[config.mk]
export PLATFORM = sky130hd
export DESIGN_NAME = bram_seq_tester
export DESIGN_NICKNAME = d
export VERILOG_FILES = /design/src/rtl/bram_seq_tester.sv
export SDC_FILE = /design/constraint.sdc
export NUM_CORES = 1
export LEC_CHECK = 0
export CAP_MARGIN = 10
export CORE_MARGIN = 3
export CORE_UTILIZATION = 25
export CTS_BUF_LIST = sky130_fd_sc_hd__clkbuf_4 sky130_fd_sc_hd__clkbuf_8
export CTS_CLUSTER_DIAMETER = 120
export DETAILED_ROUTE_END_ITERATION = 7
export DONT_BUFFER_PORTS = 1
export GPL_TIMING_DRIVEN = 0
export PLACE_DENSITY_LB_ADDON = 0.08
export SLEW_MARGIN = 20
export SYNTH_ARGS = -nofsm -noshare
export SYNTH_HDL_FRONTEND = slang
export SYNTH_SLANG_ARGS = --single-unit
[constraint.sdc]
create_clock -name clk -period 2.65 [get_ports clk]
set_clock_uncertainty 0.05 [all_clocks]
set_input_delay 0.53 -clock clk [delete_from_list [all_inputs] [get_ports clk]]
set_output_delay 0.53 -clock clk [all_outputs]
set_load 0.02 [all_outputs]
[src/rtl/bram_seq_tester.sv]
// rtl/bram_seq_tester.sv - write/readback pattern tester for a simple dual-port block RAM
module bram_seq_tester #(
    parameter int                ADDR_W   = 9,
    parameter int                DATA_W   = 16,
    parameter int                RD_LAT   = 1,
    parameter logic [DATA_W-1:0] PAT_BASE = 16'hA500
) (
    input  logic              clk,
    input  logic              rst,
    input  logic              start,
    output logic              wea,
    output logic [ADDR_W-1:0] addra,
    output logic [DATA_W-1:0] dina,
    output logic              enb,
    output logic [ADDR_W-1:0] addrb,
    input  logic [DATA_W-1:0] doutb,
    output logic              busy,
    output logic              done,
    output logic              err,
    output logic [ADDR_W:0]   err_cnt,
    output logic [ADDR_W-1:0] first_err_addr
);

    typedef enum logic [2:0] {
        S_IDLE,
        S_WRITE,
        S_READ,
        S_DRAIN,
        S_DONE
    } state_t;

    localparam int                CW         = (RD_LAT <= 1) ? 1 : $clog2(RD_LAT);
    localparam logic [CW-1:0]     DRAIN_LAST = CW'(RD_LAT - 1);
    localparam logic [ADDR_W-1:0] ADDR_LAST  = '1;
    localparam logic [ADDR_W:0]   CNT_ONE    = 1;
    localparam int                PW         = ADDR_W + 1;

    state_t            state;
    logic [ADDR_W-1:0] addr;
    logic [ADDR_W-1:0] addr_inc;
    logic [CW-1:0]     drain_cnt;

    // Compare pipe: each stage is {valid, addr}; stage 0 in the LSBs, oldest on top.
    logic [RD_LAT*PW-1:0] pipe;
    logic [RD_LAT*PW-1:0] pipe_next;
    logic                 cmp_valid;
    logic [ADDR_W-1:0]    cmp_addr;
    logic                 mismatch;
    logic                 accept;

    function automatic logic [DATA_W-1:0] pattern(input logic [ADDR_W-1:0] a);
        logic [DATA_W-1:0] ext;
        ext = DATA_W'(a);
        return ext + PAT_BASE;
    endfunction

    assign addr_inc = addr + ADDR_W'(1);
    assign accept   = (state == S_IDLE) && start;

    generate
        if (RD_LAT == 1) begin : g_pipe_one
            assign pipe_next = {enb, addrb};
        end else begin : g_pipe_multi
            assign pipe_next = {pipe[(RD_LAT-1)*PW-1:0], enb, addrb};
        end
    endgenerate

    assign cmp_valid = pipe[RD_LAT*PW-1];
    assign cmp_addr  = pipe[RD_LAT*PW-2 -: ADDR_W];
    assign mismatch  = cmp_valid && (doutb != pattern(cmp_addr));

    always_ff @(posedge clk or posedge rst) begin
        if (rst) begin
            state     <= S_IDLE;
            addr      <= '0;
            drain_cnt <= '0;
            wea       <= 1'b0;
            addra     <= '0;
            dina      <= '0;
            enb       <= 1'b0;
            addrb     <= '0;
            busy      <= 1'b0;
            done      <= 1'b0;
        end else begin
            case (state)
                S_IDLE: begin
                    if (start) begin
                        state <= S_WRITE;
                        addr  <= '0;
                        wea   <= 1'b1;
                        addra <= '0;
                        dina  <= pattern('0);
                        busy  <= 1'b1;
                    end
                end
                S_WRITE: begin
                    if (addr == ADDR_LAST) begin
                        state <= S_READ;
                        addr  <= '0;
                        wea   <= 1'b0;
                        addra <= '0;
                        dina  <= '0;
                        enb   <= 1'b1;
                        addrb <= '0;
                    end else begin
                        addr  <= addr_inc;
                        addra <= addr_inc;
                        dina  <= pattern(addr_inc);
                    end
                end
                S_READ: begin
                    if (addr == ADDR_LAST) begin
                        state     <= S_DRAIN;
                        addr      <= '0;
                        enb       <= 1'b0;
                        addrb     <= '0;
                        drain_cnt <= '0;
                    end else begin
                        addr  <= addr_inc;
                        addrb <= addr_inc;
                    end
                end
                S_DRAIN: begin
                    // The final compare lands on the same edge that raises done.
                    if (drain_cnt == DRAIN_LAST) begin
                        state <= S_DONE;
                        done  <= 1'b1;
                    end else begin
                        drain_cnt <= drain_cnt + CW'(1);
                    end
                end
                S_DONE: begin
                    state <= S_IDLE;
                    done  <= 1'b0;
                    busy  <= 1'b0;
                end
                default: state <= S_IDLE;
            endcase
        end
    end

    always_ff @(posedge clk or posedge rst) begin
        if (rst) begin
            pipe <= '0;
        end else begin
            pipe <= pipe_next;
        end
    end

    always_ff @(posedge clk or posedge rst) begin
        if (rst) begin
            err            <= 1'b0;
            err_cnt        <= '0;
            first_err_addr <= '0;
        end else if (accept) begin
            err            <= 1'b0;
            err_cnt        <= '0;
            first_err_addr <= '0;
        end else if (mismatch) begin
            err     <= 1'b1;
            err_cnt <= err_cnt + CNT_ONE;
            if (err_cnt == '0) begin
                first_err_addr <= cmp_addr;
            end
        end
    end

endmodule

After elaboration in Yosys (flattened, before gate mapping)
Cells that the tools add are included.

Bits in registers: 81. Bits of input ports: 19. Output and inout port bits: 58. Word-level logic and storage cells: 83.

Muxes and demuxes: 31. Add/sub/neg operators: 5. Equal/unequal tests: 10. Reductions and logical operators: 23.

Operator list (number): $mux W9 (6); $pmux W9 S2 (3); $add A9 B16 Y16 const B (2); $mux W16 (2); $pmux W16 S2 (1); $mux W10 (2); $ne A16 B16 Y1 (1); $reduce_bool A2 Y1 (8); $reduce_and A2 Y1 (7); $mux W3 (4); $pmux W3 S4 (1); $add A10 B1 Y10 const B (1); $logic_not A10 Y1 (1); $pmux W1 S2 (5); $add A9 B1 Y9 const B (1); $eq A9 B9 Y1 const B (1); $ne A2 B2 Y1 const B (4); $mux W1 (7); $eq A3 B2 Y1 const B (2); $reduce_and A3 Y1 (2); $reduce_and A4 Y1 (1); $eq A3 B1 Y1 const B (1); $eq A3 B3 Y1 const B (1); $logic_not A3 Y1 (1); other kinds (3) (4).

Depth between registers and ports, before layout
Word-level depth: 5. Gate-level depth with buffers: 10.

Worst setup path after synthesis
OpenSTA, ideal clock, no wires.

Path type: register to register. Start: register addr[0]. End: register addr[5]. Setup time: 0.136 ns. Stages on the path, launching flop included: 11. Required time: 2.464 ns. Period minus slack after synthesis: 2.168 ns. Slack: 0.482 ns. Buffers on the path: 0. Arrival: 1.982 ns. Path through: dfrtp_1 -> ha_1 -> nand3_1 -> nor2_1 -> and3_1 -> ha_1 -> inv_1 -> o211ai_1 -> nor2_1 -> o21ai_0 -> o31ai_1.

Word-level cells in the longest chain between the ends: 3.

RTL lines: from (decl) (line 39) `logic [ADDR_W-1:0] addr;`; from (signal assigned) (line 106) `addr <= addr_inc;`; from (signal assigned) (line 119) `addr <= addr_inc;`; $add A9 B1 Y9 / $eq A9 B9 Y1 (equally long branches) (line 57, 97, 112); $mux W9 (*) (line 97, 112); $pmux W9 S2 (*) (line 85) `case (state)`.

Every way passes the cells marked *; elsewhere a longest branch is shown, timed or not. A chain may end at the register's enable or synchronous reset.

Worst setup path in the final report
Start: register addr[0]. End: register addr[3].

The elaborated chain is that of the path after synthesis.

==> results.tsv <==
stage	metric	value	unit
place	GPL Wtd Cong	0.7707	
floorplanning	die width	117.5	µm
clock_network	CTS tree	built	
drt	WL met1	3645	µm
timing	RSZ-0062 raised after global routing	no	
place	dpl ws	-44.97	ps
timing	min cycle time layout	2342	ps
drt	max layer used	met4	
drt	via/cell ratio	4.510	
clock_network	clk slew on worst S/H paths	70	ps
synthesis	Seq cells post-synth	66	
synthesis	synthesized area	3105	µm²
grt	grt total ovfl	0	
critical_path	cell mode on critical path	ha_2	
timing	max-slew violation count	0	
critical_path	crit path cell chain	ha_2 > nand3_1 > nor2_2 > and3_1 > ha_2 > inv_1 > o211ai_1 > buf_4 > o21ai_0	
synthesis	most frequent cells after synthesis	66 x dfrtp_1, 37 x nand2_1, 28 x o21ai_0	
run_status	status	finished clean	
critical_path	crit-path max FO	7	
timing	relative slew slack	0.5346	
critical_path	max incr delay on CP	420	ps
drt	Routed WL	8056	µm
clock_network	TritonCTS Buffers	9	
drt	DRC	0	
drt	routed len/inst	16.11	µm
critical_path	crit path from	addr[0]	
critical_path	CP Data Required Time	2830	ps
synthesis	ranking of synthesized cells by area	dfrtp_1 53%, o21ai_0 4.5%, nand2_1 4.5%	
synthesis	Primary FF master, synth	dfrtp_1	
place	I/O Buffers	0	
cells_and_area	final std cells w/o fill	500	
critical_path	R2R cell count	9	
critical_path	Critical Path AT	2520	ps
floorplanning	Ports	77	
critical_path	critical setup path kind	reg -> reg	
timing	FMAX	427.1	MHz
hold_path	Min-Delay Path Class	in -> reg	
clock_network	root buffer cell	clkbuf_8	
hold_path	Hold Path Depth	2	
job	Max-Cap Viols	0	
drt	Met2 Wirelength	3639	µm
power	Max IR drop VDD	0.2969	mV
drt	Via Count	2255	
place	Post-DP Area	3358	µm²
synthesis	Post-synth ARST share	1.000	
timing	Final Cycle Share	0.8836	
timing	worst-margin pin slew	695.5	ps
synthesis	synth warn	0	
clock_network	H-tree Lvls	3	
grt	vias in the first global route	2251	
synthesis	Yosys top cell area share	0.5318	
critical_path	worst reg2reg endpoint	addr[3]	
grt	largest net degree at the start of global routing	47	
critical_path	kind of end point of the critical path	flop	
floorplanning	CORE AREA	12060	µm²
cells_and_area	multi-input logic area	1271	µm²
timing	Hold Vio Cnt, Final	0	
cells_and_area	Fillers	1270	
synthesis	Post-synth EDFFs	0	
critical_path	startpoint type of the worst setup path	flop	
synthesis	Post-Syn Area per Cell	10.02	µm²
critical_path	r2r setup slk	310	ps
cells_and_area	Final nets	351	
cells_and_area	fin area	3625	µm²
synthesis	Synth Instances	310	
critical_path	Critical R2R Launch	addr[0]	
timing	final setup TNS	0	ps
grt	initial antenna violation count	0	
floorplanning	Die Ht	117.5	µm
synthesis	post-synth cell types	44	
floorplanning	starting density of the core	0.2575	
cells_and_area	layout cells sized above 1	0.1446	
critical_path	CP endpoint	addr[3]	
drt	met3 routed WL	584	µm
cells_and_area	Area Overhead vs Synth	16.72	%
synthesis	leading area contributor after synthesis	dfrtp_1	
drt	first drt pass iteration count	4	
clock_network	worst-skew pair later-pin latency	360	ps
timing	Final setup viols	0	
drt	DRT antenna net count	0	
grt	GR Util All Layers	0.1215	
cells_and_area	Diodes inserted	0	
floorplanning	Rows	40	
power	leak pwr	0.001556	µW
grt	first-pass GRT wire length	13000	µm
cells_and_area	register cell area after layout	1653	µm²
clock_network	Clock Tree Buf Depth	2	
timing	final worst slack	308.4	ps
critical_path	Slowest-stage cell, CP	dfrtp_2	
power	pwr/cell area	1177	nW/µm²
synthesis	most numerous cell in the Yosys netlist	dfrtp_1	
drt	Initial DRC Count	125	
floorplanning	Total Die Area	13800	µm²
place	hpwl dp	5807	µm
synthesis	Seq/Total Area, Yosys	0.5318	
place	placed instance count	481	
clock_network	Sink Count	66	
-- cell families after synthesis --
kind of cell,after synthesis,share of synthesized area
other,1,0.001208
AND/OR/NAND/NOR,101,0.1579
multiplexers,9,0.02901
AO/OA/AOI/OAI,75,0.1523
buffers and inverters,38,0.06527
adder cells (fa/ha/maj),5,0.02015
XOR/XNOR,15,0.04231
flip-flops,66,0.5318
-- where the power goes --
part / switching, µW / total [µW] / leakage (µW) / internal, µW
logic: 803 / 1300 / 0.000597 / 501
registers: 623 / 1960 / 0.000839 / 1330
clock network: 412 / 1000 / 0.000120 / 592
total: 1840 / 4260 / 0.00156 / 2430
-- routing by layer --
layer,track usage,up-vias
met5,0,-
li1,-,1097
met4,0.05788,0
met3,0.04661,13
met2,0.1821,74
met1,0.1542,1071
-- sequential cells by signal, indices dropped and copies added (netlist names) --
signal	count
pipe	10
first_err_addr	9
err_cnt	10
dina	3
addrb	9
addra	8
state	3
done	1
wea	1
err	1
enb	1
busy	1
addr	9
-- critical path: cells and delay by family (launching register included) --
kind	cells	cell delay [ps]
DFF	1	420
buffers and inverters	2	360
adders and majority gates	2	500
AOI/OAI and AO/OA	2	310
and+or+nand+nor	3	560
-- cell type report --
cell class                      count  area share
Buffer                             24     0.04142
Clock buffer                       12     0.04384
Clock inverter                      4     0.02037
Inverter                           14     0.01519
Multi-Input combinational cell    208      0.3507
Sequential cell                    66      0.4560
Tap cell                          168     0.05799
Timing Repair Buffer                4     0.01450
-- stage by stage --
stage | hold WS (ps) | utilization | total power [µW]
final | 322.7 | 0.3005 | 4265
after global routing | 343.6 | 0.3005 | 4632
after CTS | 311.4 | 0.2998 | 4335
after detailed placement | 341.7 | 0.2784 | 3275
after global placement | 450.0 | 0.2755 | 3264
after floorplan | 427.7 | - | 2836
-- cell usage in the layout (no fill, tap or decap), drive strengths merged, types with 5 or more instances in the layout --
master	instances
dfrtp	66
nand2	37
o21ai	33
nor2	27
clkbuf	20
buf	19
a21oi	16
inv	14
xor2	12
nand3	9
mux2i	9
and3	5
nand4	5
ha	5
-- timing repair --
item	4_1_cts	5_1_grt
cloned	0	0
hold buffers	1	0
buffers inserted	2	0
endpoints found under the hold margin	20	0
endpoints found under the setup margin	3	10
resized for setup	0	4
-- how the worst min path moves through the flow --
stage / from / to
after floorplan: addr[8] / addr[8]
after global placement: addr[8] / addr[8]
after detailed placement: rst / wea
after CTS: start / state[0]
after global routing: start / busy
final: start / state[0]
(Power assumes the default switching activity.)
